## src/rtl/gsim_pkg.sv

```systemverilog
// Shared definitions for the Gauss-Seidel solver: state encoding and the
// fixed stencil/divisor constants of the update rule.
package gsim_pkg;

    typedef enum logic [1:0] {
        ST_RECV = 2'd0,
        ST_CALC = 2'd1,
        ST_SEND = 2'd2
    } gsim_state_e;

    localparam int C_NEAR  = 13;
    localparam int C_MID   = 6;
    localparam int C_FAR   = 1;
    localparam int C_DIV   = 20;
    localparam int DIV_LAT = 3;
    localparam int UPD_CYC = 5;

endpackage

```

## src/rtl/gsim_div20.sv

```systemverilog
// Fixed-latency (3 cycle) signed floor division by 20, built as
// floor(floor(n/4)/5) so only a divide-by-5 with sign correction remains.
module gsim_div20
    import gsim_pkg::*;
#(
    parameter int NW = 38,
    parameter int QW = 32
) (
    input  logic                 clk,
    input  logic                 reset,
    input  logic signed [NW-1:0] num_i,
    output logic signed [QW-1:0] quo_o
);

    localparam logic signed [NW-1:0] DIV5 = NW'(C_DIV / 4);

    logic signed [NW-1:0] q4_q;
    logic signed [NW-1:0] q5_q;
    logic                 adj_q;
    logic signed [NW-1:0] q5_s;
    logic signed [NW-1:0] r5_s;
    logic        [NW-1:0] fl_s;

    // Truncating divide; a nonzero remainder on a negative value needs one step down.
    always_comb begin
        q5_s = q4_q / DIV5;
        r5_s = q4_q % DIV5;
        fl_s = q5_q - {{(NW-1){1'b0}}, adj_q};
    end

    // Three pipeline stages: arithmetic shift, divide-by-5, floor correction.
    always_ff @(posedge clk) begin
        if (reset) begin
            q4_q  <= '0;
            q5_q  <= '0;
            adj_q <= 1'b0;
            quo_o <= '0;
        end else begin
            q4_q  <= num_i >>> 2;
            q5_q  <= q5_s;
            adj_q <= (r5_s != '0) && q4_q[NW-1];
            quo_o <= fl_s[QW-1:0];
        end
    end

endmodule

```

## src/rtl/gsim_param.sv

```systemverilog
// Gauss-Seidel solver for a 7-band stencil system: receives b, runs a
// programmable number of sweeps, then streams x out with ready/valid.
module gsim_param
    import gsim_pkg::*;
#(
    parameter int N    = 16,
    parameter int B_W  = 16,
    parameter int FRAC = 16,
    parameter int IT_W = 8,
    localparam int X_W = B_W + FRAC
) (
    input  logic                  clk,
    input  logic                  reset,
    input  logic                  in_en,
    output logic                  in_ready,
    input  logic signed [B_W-1:0] b_in,
    input  logic [IT_W-1:0]       iter_cfg,
    output logic                  out_valid,
    input  logic                  out_ready,
    output logic signed [X_W-1:0] x_out,
    output logic                  busy
);

    localparam int IDX_W = $clog2(N);
    localparam int NW    = X_W + 6;
    localparam logic [2:0] PH_LAST = 3'(UPD_CYC - 1);
    localparam logic [IDX_W-1:0] K_LAST = IDX_W'(N - 1);

    gsim_state_e state_q, state_d;
    logic [IDX_W-1:0] k_q, k_d;
    logic [2:0]       ph_q, ph_d;
    logic [IT_W-1:0]  sw_q, sw_d, iter_q, iter_d;
    logic signed [X_W-1:0] xo_q, xo_d;
    logic ir_q, ir_d, ov_q, ov_d, bz_q, bz_d;

    logic signed [B_W-1:0] b_mem [N];
    logic signed [X_W-1:0] x_mem [N];

    logic signed [X_W-1:0] xl_s [1:3];
    logic signed [X_W-1:0] xr_s [1:3];
    logic signed [NW-1:0]  s1_s, s2_s, s3_s, bsh_s, num_s, num_q;
    logic signed [X_W-1:0] quo_s;
    logic last_k_s, recv_we_s, calc_we_s;

    function automatic logic signed [NW-1:0] sext(input logic signed [X_W-1:0] v);
        return {{(NW-X_W){v[X_W-1]}}, v};
    endfunction

    assign last_k_s  = (k_q == K_LAST);
    assign recv_we_s = (state_q == ST_RECV) && in_en;
    assign calc_we_s = (state_q == ST_CALC) && (iter_q != '0) && (ph_q == PH_LAST);

    // Neighbour fetch; indices outside 0..N-1 contribute zero.
    always_comb begin
        for (int d = 1; d <= 3; d++) begin
            if (int'(k_q) >= d) xl_s[d] = x_mem[k_q - IDX_W'(d)];
            else                xl_s[d] = '0;
            if (int'(k_q) + d < N) xr_s[d] = x_mem[k_q + IDX_W'(d)];
            else                   xr_s[d] = '0;
        end
    end

    // Numerator as shift-add: 13 = 8+4+1, 6 = 4+2; valid in phase 0 of each update.
    always_comb begin
        s1_s  = sext(xl_s[1]) + sext(xr_s[1]);
        s2_s  = sext(xl_s[2]) + sext(xr_s[2]);
        s3_s  = sext(xl_s[3]) + sext(xr_s[3]);
        bsh_s = {{(NW-X_W){b_mem[k_q][B_W-1]}}, b_mem[k_q], {FRAC{1'b0}}};
        num_s = bsh_s + (s1_s <<< 3) + (s1_s <<< 2) + s1_s
              - ((s2_s <<< 2) + (s2_s <<< 1)) + s3_s;
    end

    gsim_div20 #(.NW(NW), .QW(X_W)) u_div (
        .clk   (clk),
        .reset (reset),
        .num_i (num_q),
        .quo_o (quo_s)
    );

    // Next-state logic: receive counter, sweep/phase sequencing, output stepping.
    always_comb begin
        state_d = state_q;
        k_d     = k_q;
        ph_d    = ph_q;
        sw_d    = sw_q;
        iter_d  = iter_q;
        xo_d    = xo_q;
        case (state_q)
            ST_RECV: begin
                if (in_en) begin
                    if (k_q == '0) iter_d = iter_cfg;
                    else           iter_d = iter_q;
                    if (last_k_s) begin
                        state_d = ST_CALC;
                        k_d     = '0;
                        ph_d    = 3'd0;
                        sw_d    = '0;
                    end else begin
                        k_d = k_q + IDX_W'(1);
                    end
                end else begin
                    state_d = ST_RECV;
                end
            end
            ST_CALC: begin
                if (iter_q == '0) begin
                    state_d = ST_SEND;
                    k_d     = '0;
                    xo_d    = x_mem[0];
                end else if (ph_q == PH_LAST) begin
                    ph_d = 3'd0;
                    if (last_k_s) begin
                        k_d = '0;
                        if (sw_q == iter_q - IT_W'(1)) begin
                            state_d = ST_SEND;
                            xo_d    = x_mem[0];
                        end else begin
                            sw_d = sw_q + IT_W'(1);
                        end
                    end else begin
                        k_d = k_q + IDX_W'(1);
                    end
                end else begin
                    ph_d = ph_q + 3'd1;
                end
            end
            ST_SEND: begin
                if (out_ready) begin
                    if (last_k_s) begin
                        state_d = ST_RECV;
                        k_d     = '0;
                        xo_d    = '0;
                    end else begin
                        k_d  = k_q + IDX_W'(1);
                        xo_d = x_mem[k_q + IDX_W'(1)];
                    end
                end else begin
                    state_d = ST_SEND;
                end
            end
            default: begin
                state_d = ST_RECV;
                k_d     = '0;
                ph_d    = 3'd0;
                sw_d    = '0;
                xo_d    = '0;
            end
        endcase
        ir_d = (state_d == ST_RECV);
        ov_d = (state_d == ST_SEND);
        bz_d = (state_d != ST_RECV);
    end

    // Control and output registers.
    always_ff @(posedge clk) begin
        if (reset) begin
            state_q <= ST_RECV;
            k_q     <= '0;
            ph_q    <= 3'd0;
            sw_q    <= '0;
            iter_q  <= '0;
            xo_q    <= '0;
            ir_q    <= 1'b1;
            ov_q    <= 1'b0;
            bz_q    <= 1'b0;
            num_q   <= '0;
        end else begin
            state_q <= state_d;
            k_q     <= k_d;
            ph_q    <= ph_d;
            sw_q    <= sw_d;
            iter_q  <= iter_d;
            xo_q    <= xo_d;
            ir_q    <= ir_d;
            ov_q    <= ov_d;
            bz_q    <= bz_d;
            num_q   <= num_s;
        end
    end

    // Problem storage is deliberately unreset; RECV rewrites every entry.
    always_ff @(posedge clk) begin
        if (!reset && recv_we_s) begin
            b_mem[k_q] <= b_in;
            x_mem[k_q] <= {b_in, {FRAC{1'b0}}};
        end else if (!reset && calc_we_s) begin
            x_mem[k_q] <= quo_s;
        end
    end

    assign in_ready  = ir_q;
    assign out_valid = ov_q;
    assign x_out     = xo_q;
    assign busy      = bz_q;

endmodule

```

## config.mk

```make
export PLATFORM = sky130hd
export DESIGN_NAME = gsim_param
export DESIGN_NICKNAME = d
export VERILOG_FILES = /design/src/rtl/gsim_pkg.sv /design/src/rtl/gsim_div20.sv /design/src/rtl/gsim_param.sv
export SDC_FILE = /design/constraint.sdc
export NUM_CORES = 2
export LEC_CHECK = 0
export ABC_AREA = 1
export ABC_CLOCK_PERIOD_IN_PS = 15720
export CAP_MARGIN = 20
export CORE_MARGIN = 8
export CORE_UTILIZATION = 40
export CTS_CLUSTER_SIZE = 12
export DETAILED_ROUTE_END_ITERATION = 7
export SLEW_MARGIN = 20
export SYNTH_ARGS = -nofsm -noshare
export SYNTH_HDL_FRONTEND = slang
export SYNTH_SLANG_ARGS = --single-unit
```

## constraint.sdc

```tcl
create_clock -name clk -period 15.72 [get_ports clk]
set_clock_uncertainty 0.1 [all_clocks]
set_input_delay 1.572 -clock clk [delete_from_list [all_inputs] [get_ports clk]]
set_output_delay 1.572 -clock clk [all_outputs]
set_load 0.01 [all_outputs]
```

# Yosys cells after proc, flatten, opt, wreduce, memory -nomap -nowiden
# Memory sizes are Yosys's and may differ from the RTL's. A register that Yosys moved wholly into a read port is not among the register bits.
# Index checks and enable logic that the tools add are counted.
classes:
  n_eq_ne: 16
  shifts: 0
  multipliers: 0
  n_mux: 48
  div: 2
  reduce_logical: 19
  n_lt_le_gt_ge: 6
  n_addsub: 22
  bitwise: 3
ops:
  columns: ["op", "count"]
  rows:
  - ["32-bit 2-to-1 mux", 13]
  - ["32-bit by 32-bit adder with 33-bit output", 3]
  - ["32-bit one-hot mux with 3 select lines", 1]
  - ["38-bit by 33-bit adder with 38-bit output", 2]
  - ["8-bit 2-to-1 mux", 6]
  - ["37-bit by 35-bit adder with 38-bit output", 1]
  - ["38-bit by 4-bit divider with 38-bit output, second input constant", 1]
  - ["38-bit by 4-bit modulo with 38-bit output, second input constant", 1]
  - ["38-bit nonzero test", 1]
  - ["38-bit by 36-bit subtractor with 38-bit output", 1]
  - ["32-bit by 36-bit adder with 37-bit output", 1]
  - ["35-bit by 34-bit adder with 36-bit output", 1]
  - ["32-bit by 1-bit subtractor with 32-bit output", 1]
  - ["4-bit 2-to-1 mux", 7]
  - ["8-bit one-hot mux with 3 select lines", 1]
  - ["2-bit 2-to-1 mux", 8]
  - ["5-bit less-than comparator, second input constant", 3]
  - ["3-bit 2-to-1 mux", 4]
  - ["2-bit inequality test, second input constant", 6]
  - ["4-bit one-hot mux with 3 select lines", 1]
  - ["4-bit by 2-bit adder with 5-bit output, second input constant", 2]
  - ["3-bit one-hot mux with 3 select lines", 1]
  - ["4-bit by 2-bit adder with 4-bit output, second input constant", 2]
  - ["8-bit by 1-bit adder with 8-bit output, second input constant", 1]
  - ["31 further kinds", 47]
word_totals:
  latchBits: 0
  mem_bits_rw: 768
  register_bits: 199
  mem_count: 2
  rom_bits: 0
  inputBits: 28
  output_inout_bits: 35
memory_table:
  columns: ["memory", "depth", "word_bits", "read_ports", "rd_clocked_by_memory_dff", "write_ports", "line", "source"]
  rows:
  - ["x_mem", 16, 32, 7, 0, 1, "gsim_param.sv:37", "logic signed [X_W-1:0] x_mem [N];"]
  - ["b_mem", 16, 16, 1, 1, 1, "gsim_param.sv:36", "logic signed [B_W-1:0] b_mem [N];"]

# Depth between registers and ports, before layout
depth:
  word_depth: 9
  mapped_depth: 191
  depth_no_buf: 190

# By module
# Synthesis repeated with hierarchy kept, for this count alone.
hier_totals:
  hier_cells: 8662
  hier_area_um2: 67086.8
by_module_without_submodules:
  columns: ["mod", "area_each_um2", "n_inst", "cells_per_inst"]
  rows:
  - ["gsim_param", 58010.6, 1, 7212]
  - ["gsim_div20", 9076.2, 1, 1450]

# Worst setup path after synthesis
# OpenSTA, ideal clock, no wires.
synth_timing:
  path_type: "flip-flop to flip-flop"
  start: "register u_div.q4_q[0]"
  end: "register u_div.q5_q[30]"
  path_stages_with_launch: 176
  slack_ps: 1117
  synth_period_minus_slack_ps: 14603
  arrival_ps: 14433
  setup_time_ps: 70
  path_cell_list: "dfxtp_1 > inv_2 > ha_1 > inv_1 > nor2_1 > nand3_1 > nor2_2 > nand3_1 > nand2_2 > nand3_1 > nand2_2 > nand2_1 > nand3_1 > nand2_1 > nand2_2 > nand2_1 > nand2_2 > nand2_4 > (+140 left out) > nand3_1 > nand4_4 > buf_8 > inv_2 > ha_1 > inv_1 > nor2_2 > nand3_1 > or3_4 > nor3_2 > nand2_2 > nor3_2 > nand2_1 > inv_2 > nand2_1 > o21ai_1 > o21ai_0 > a21oi_1"
synth_between:
  elab_chain_cells: 1
synth_lines:
  columns: ["element", "line", "source"]
  rows:
  - ["start, declared", "gsim_div20.sv:17", "logic signed [NW-1:0] q4_q;"]
  - ["start signal, assigned", "gsim_div20.sv:39", "q4_q <= num_i >>> 2;"]
  - ["38-bit by 4-bit divider with 38-bit output", "gsim_div20.sv:26", "q5_s = q4_q / DIV5;"]
  - ["end signal, assigned", "gsim_div20.sv:40", "q5_q <= q5_s;"]
  - ["end, declared", "gsim_div20.sv:18", "logic signed [NW-1:0] q5_q;"]
# No other way between the ends.
# A chain may end at the register's enable or synchronous reset.

# Worst setup path after layout
layout_timing:
  start: "register u_div.q4_q[1]"
  end: "register u_div.q5_q[30]"
# The elaborated chain is that of the path after synthesis.

==> impl_results.md <==
- Max_slew headroom: 23.4%
- CP Data Required Time: 16290 ps
- DR DRC count: 0
- R2r setup slk: 320 ps
- Worst path bufs/invs: 24
- Fin worst setup slack: 319 ps
- Worst hold path type: flip-flop to flip-flop
- Post-synth EDFFs: 768
- Synth area leaders: edfxtp_1, nand2_1, o21ai_0, a21oi_1, dfxtp_1
- Nets@finish: 8160
- TritonCTS buffer count: 106
- Async SR Flop Fraction: 0%
- Syn Area/Cell: 8.05 µm²
- Die span in y: 413 µm
- Commonest non-fill, non-tap cell in the layout: nand2_1
- Final Hold Viols: 0
- Finished Layout Cells: 9971
- Area grow syn2layout: 13.4%
- Crit Path Class: flip-flop to flip-flop
- FF+latch area: 27100 µm²
- Syn Std Cell Area: 63200 µm²
- DP Worst Slack: -531 ps
- Core region area: 158000 µm²
- Post-DR vias/cell: 5.64
- First-pass GRT wire length: 322000 µm
- Vias post-DR: 56.2k
- DP Area: 66100 µm²
- Fraction of layout cells with a size suffix above 1: 11.8%
- PortBufs: 62
- DR WL/cell: 22.1 µm
- Vias in the first global route: 52.0k
- Final Cell Area: 71600 µm²
- Arrival time at the worst endpoint: 15970 ps
- Fillers: 15.2k
- DRT Wirelength: 220000 µm
- Startpoint class of the critical path: flip-flop
- Final Setup Violations: 0
- CP max FO: 6
- Hold Buf Count CTS: 0
- Pre-antenna DRT Iters: 7
- Worst skew pair latency: 760 ps
- Ys flop type: edfxtp_1
- Initial detailed-routing violation count: 6779
- CP peak stage delay: 380 ps
- Clk buf depth: 3
- Tmin final: 15400 ps
- Most frequent CP cell: nand2_4
- Top-area cell type share of the netlist area: 36.5%
- MaxCap Viol Count: 0
- Initial antenna violation count: 11
- Fmax: 64.9 MHz
- CTS tree: done
- Max H-tree Level: 3
- Final period util: 98.0%
- Post-synthesis cell type count: 66
- # clock sinks: 969
- Synthesized net count: 8208
- Highest-count cells in the layout ignoring fill and taps: nand2_1, o21ai_0, a21oi_1, edfxtp_1, inv_1
- Chip width: 413 µm
- CP delay by family, top: simple AND/OR/NAND/NOR gates
- Clk root buf: clkbuf_16
- RSZ-0062 raised after global routing: true
- Slowest CP cell: or3_4
- Reg clk slew, reported paths: 60 ps
- Initial Util: 40.1%
- Remaining antenna violation count: 0
- CP endpoint kind: flip-flop
- Dpl hpwl: 143000 µm
- Status: finished clean
- Inst Count DP: 9670
- Number of I/O pins: 63
- Routability cong.: 0.957
- Die area: 171000 µm²
- Slew @ Worst Pin: 1150 ps
- Yosys top cell by area: edfxtp_1
- Largest net degree at the start of global routing: 154
- GR Overflow Total: 0
- Multi-input gate area: 32700 µm²
- Synth warnings: 0
- Synth Instances: 7845
- GRT Total Usage: 24.7%
- Slew Limit Fails: 0
- Core Rows: 146
- Seq/Total Area, Yosys: 42.9%
- Seq cells post-synth: 969
[per-layer routing]
metal,part of all wire [%],up-vias,global-route usage (%)
met3,9.5,613,5.07
met2,44,2554,38.4
met4,5.2,2,11.1
li1,-,26300,-
met1,42,26800,33.3
met5,0.015,-,0
[cell type report]
cell class	count	share of cell area [%]
flip-flops and latches	969	37.8
inverters	849	4.61
multi-input cells	5592	45.7
diodes	8	0.0279
clock inverters	41	0.699
well taps	2072	3.62
clock buffers	161	4.28
repair buffers	279	3.23
[registers in the layout (all words and copies together) (netlist names), named ones only]
name / cells
iter_q: 8
x_mem: 512
u_div.quo_o: 32
num_q: 36
b_mem: 256
u_div.adj_q: 1
u_div.q5_q: 32
u_div.q4_q: 36
in_ready: 1
k_q: 4
x_out: 32
sw_q: 8
out_valid: 1
ph_q: 3
busy: 1
state_q: 2
[cells in the mapped netlist (21+ instances only)]
cell / instances
xor2_1: 86
mux2i_1: 52
o22ai_1: 75
nor3_1: 47
clkbuf_1: 365
nand3_1: 433
a21oi_1: 807
nand2_1: 1689
nand2_4: 44
o21ai_0: 890
edfxtp_1: 768
o21ai_1: 22
o211ai_1: 30
inv_2: 51
a22oi_1: 26
a32o_1: 26
nand4_1: 22
o21a_1: 21
nand3_2: 29
nor2_1: 673
xnor2_1: 26
fa_1: 188
dfxtp_1: 201
nand2_2: 117
buf_1: 64
inv_1: 782
ha_1: 147
[timing repair]
action                                 in CTS  in global routing
pin swaps                                  47                128
buffers inserted                           27                 64
endpoints found under the hold margin       0                  0
setup endpoints to repair                   8                 33
resized for setup                          62                262
[tightest hold or removal path, stage by stage, from the launching register on]
cell	delay [ps]
dfxtp_1	290
inv_1	40
nor2_1	30
[kinds of logic (layout without fill, tap and decap cells)]
| group | count (synthesis) | count (layout) | share of synthesized area, % |
|---|---|---|---|
| compound gates | 1978 | 1978 | 16.8 |
| xor+xnor | 112 | 112 | 1.55 |
| fa+ha+maj | 335 | 335 | 8.87 |
| buf+inv | 1284 | 1330 | 7.78 |
| flops | 969 | 969 | 42.9 |
| mux | 64 | 64 | 1.04 |
| other cells | 0 | 8 | 0 |
| simple gates | 3103 | 3103 | 21.1 |
[per-stage QoR]
step,setup TNS [ps],util [%],hold WS [ps]
2_1_floorplan,0,-,288
3_3_place_gp,0,41.9,296
3_5_place_dp,-2120,41.9,298
4_1_cts,0,44.5,307
5_1_grt,-6960,45.4,317
6_report,0,45.4,305
[path summary, 6_finish.rpt]
kind / endpoint / from / cells after the start
min: u_div.q4_q[34] / num_q[36] / 2
max reg2reg: u_div.q5_q[30] / u_div.q4_q[1] / 166
max: u_div.q5_q[30] / u_div.q4_q[1] / 166
min reg2reg: u_div.q4_q[34] / num_q[36] / 2
Power is not shown: default switching activity piles up to over one toggle a cycle in this logic, so the estimate is an artifact.
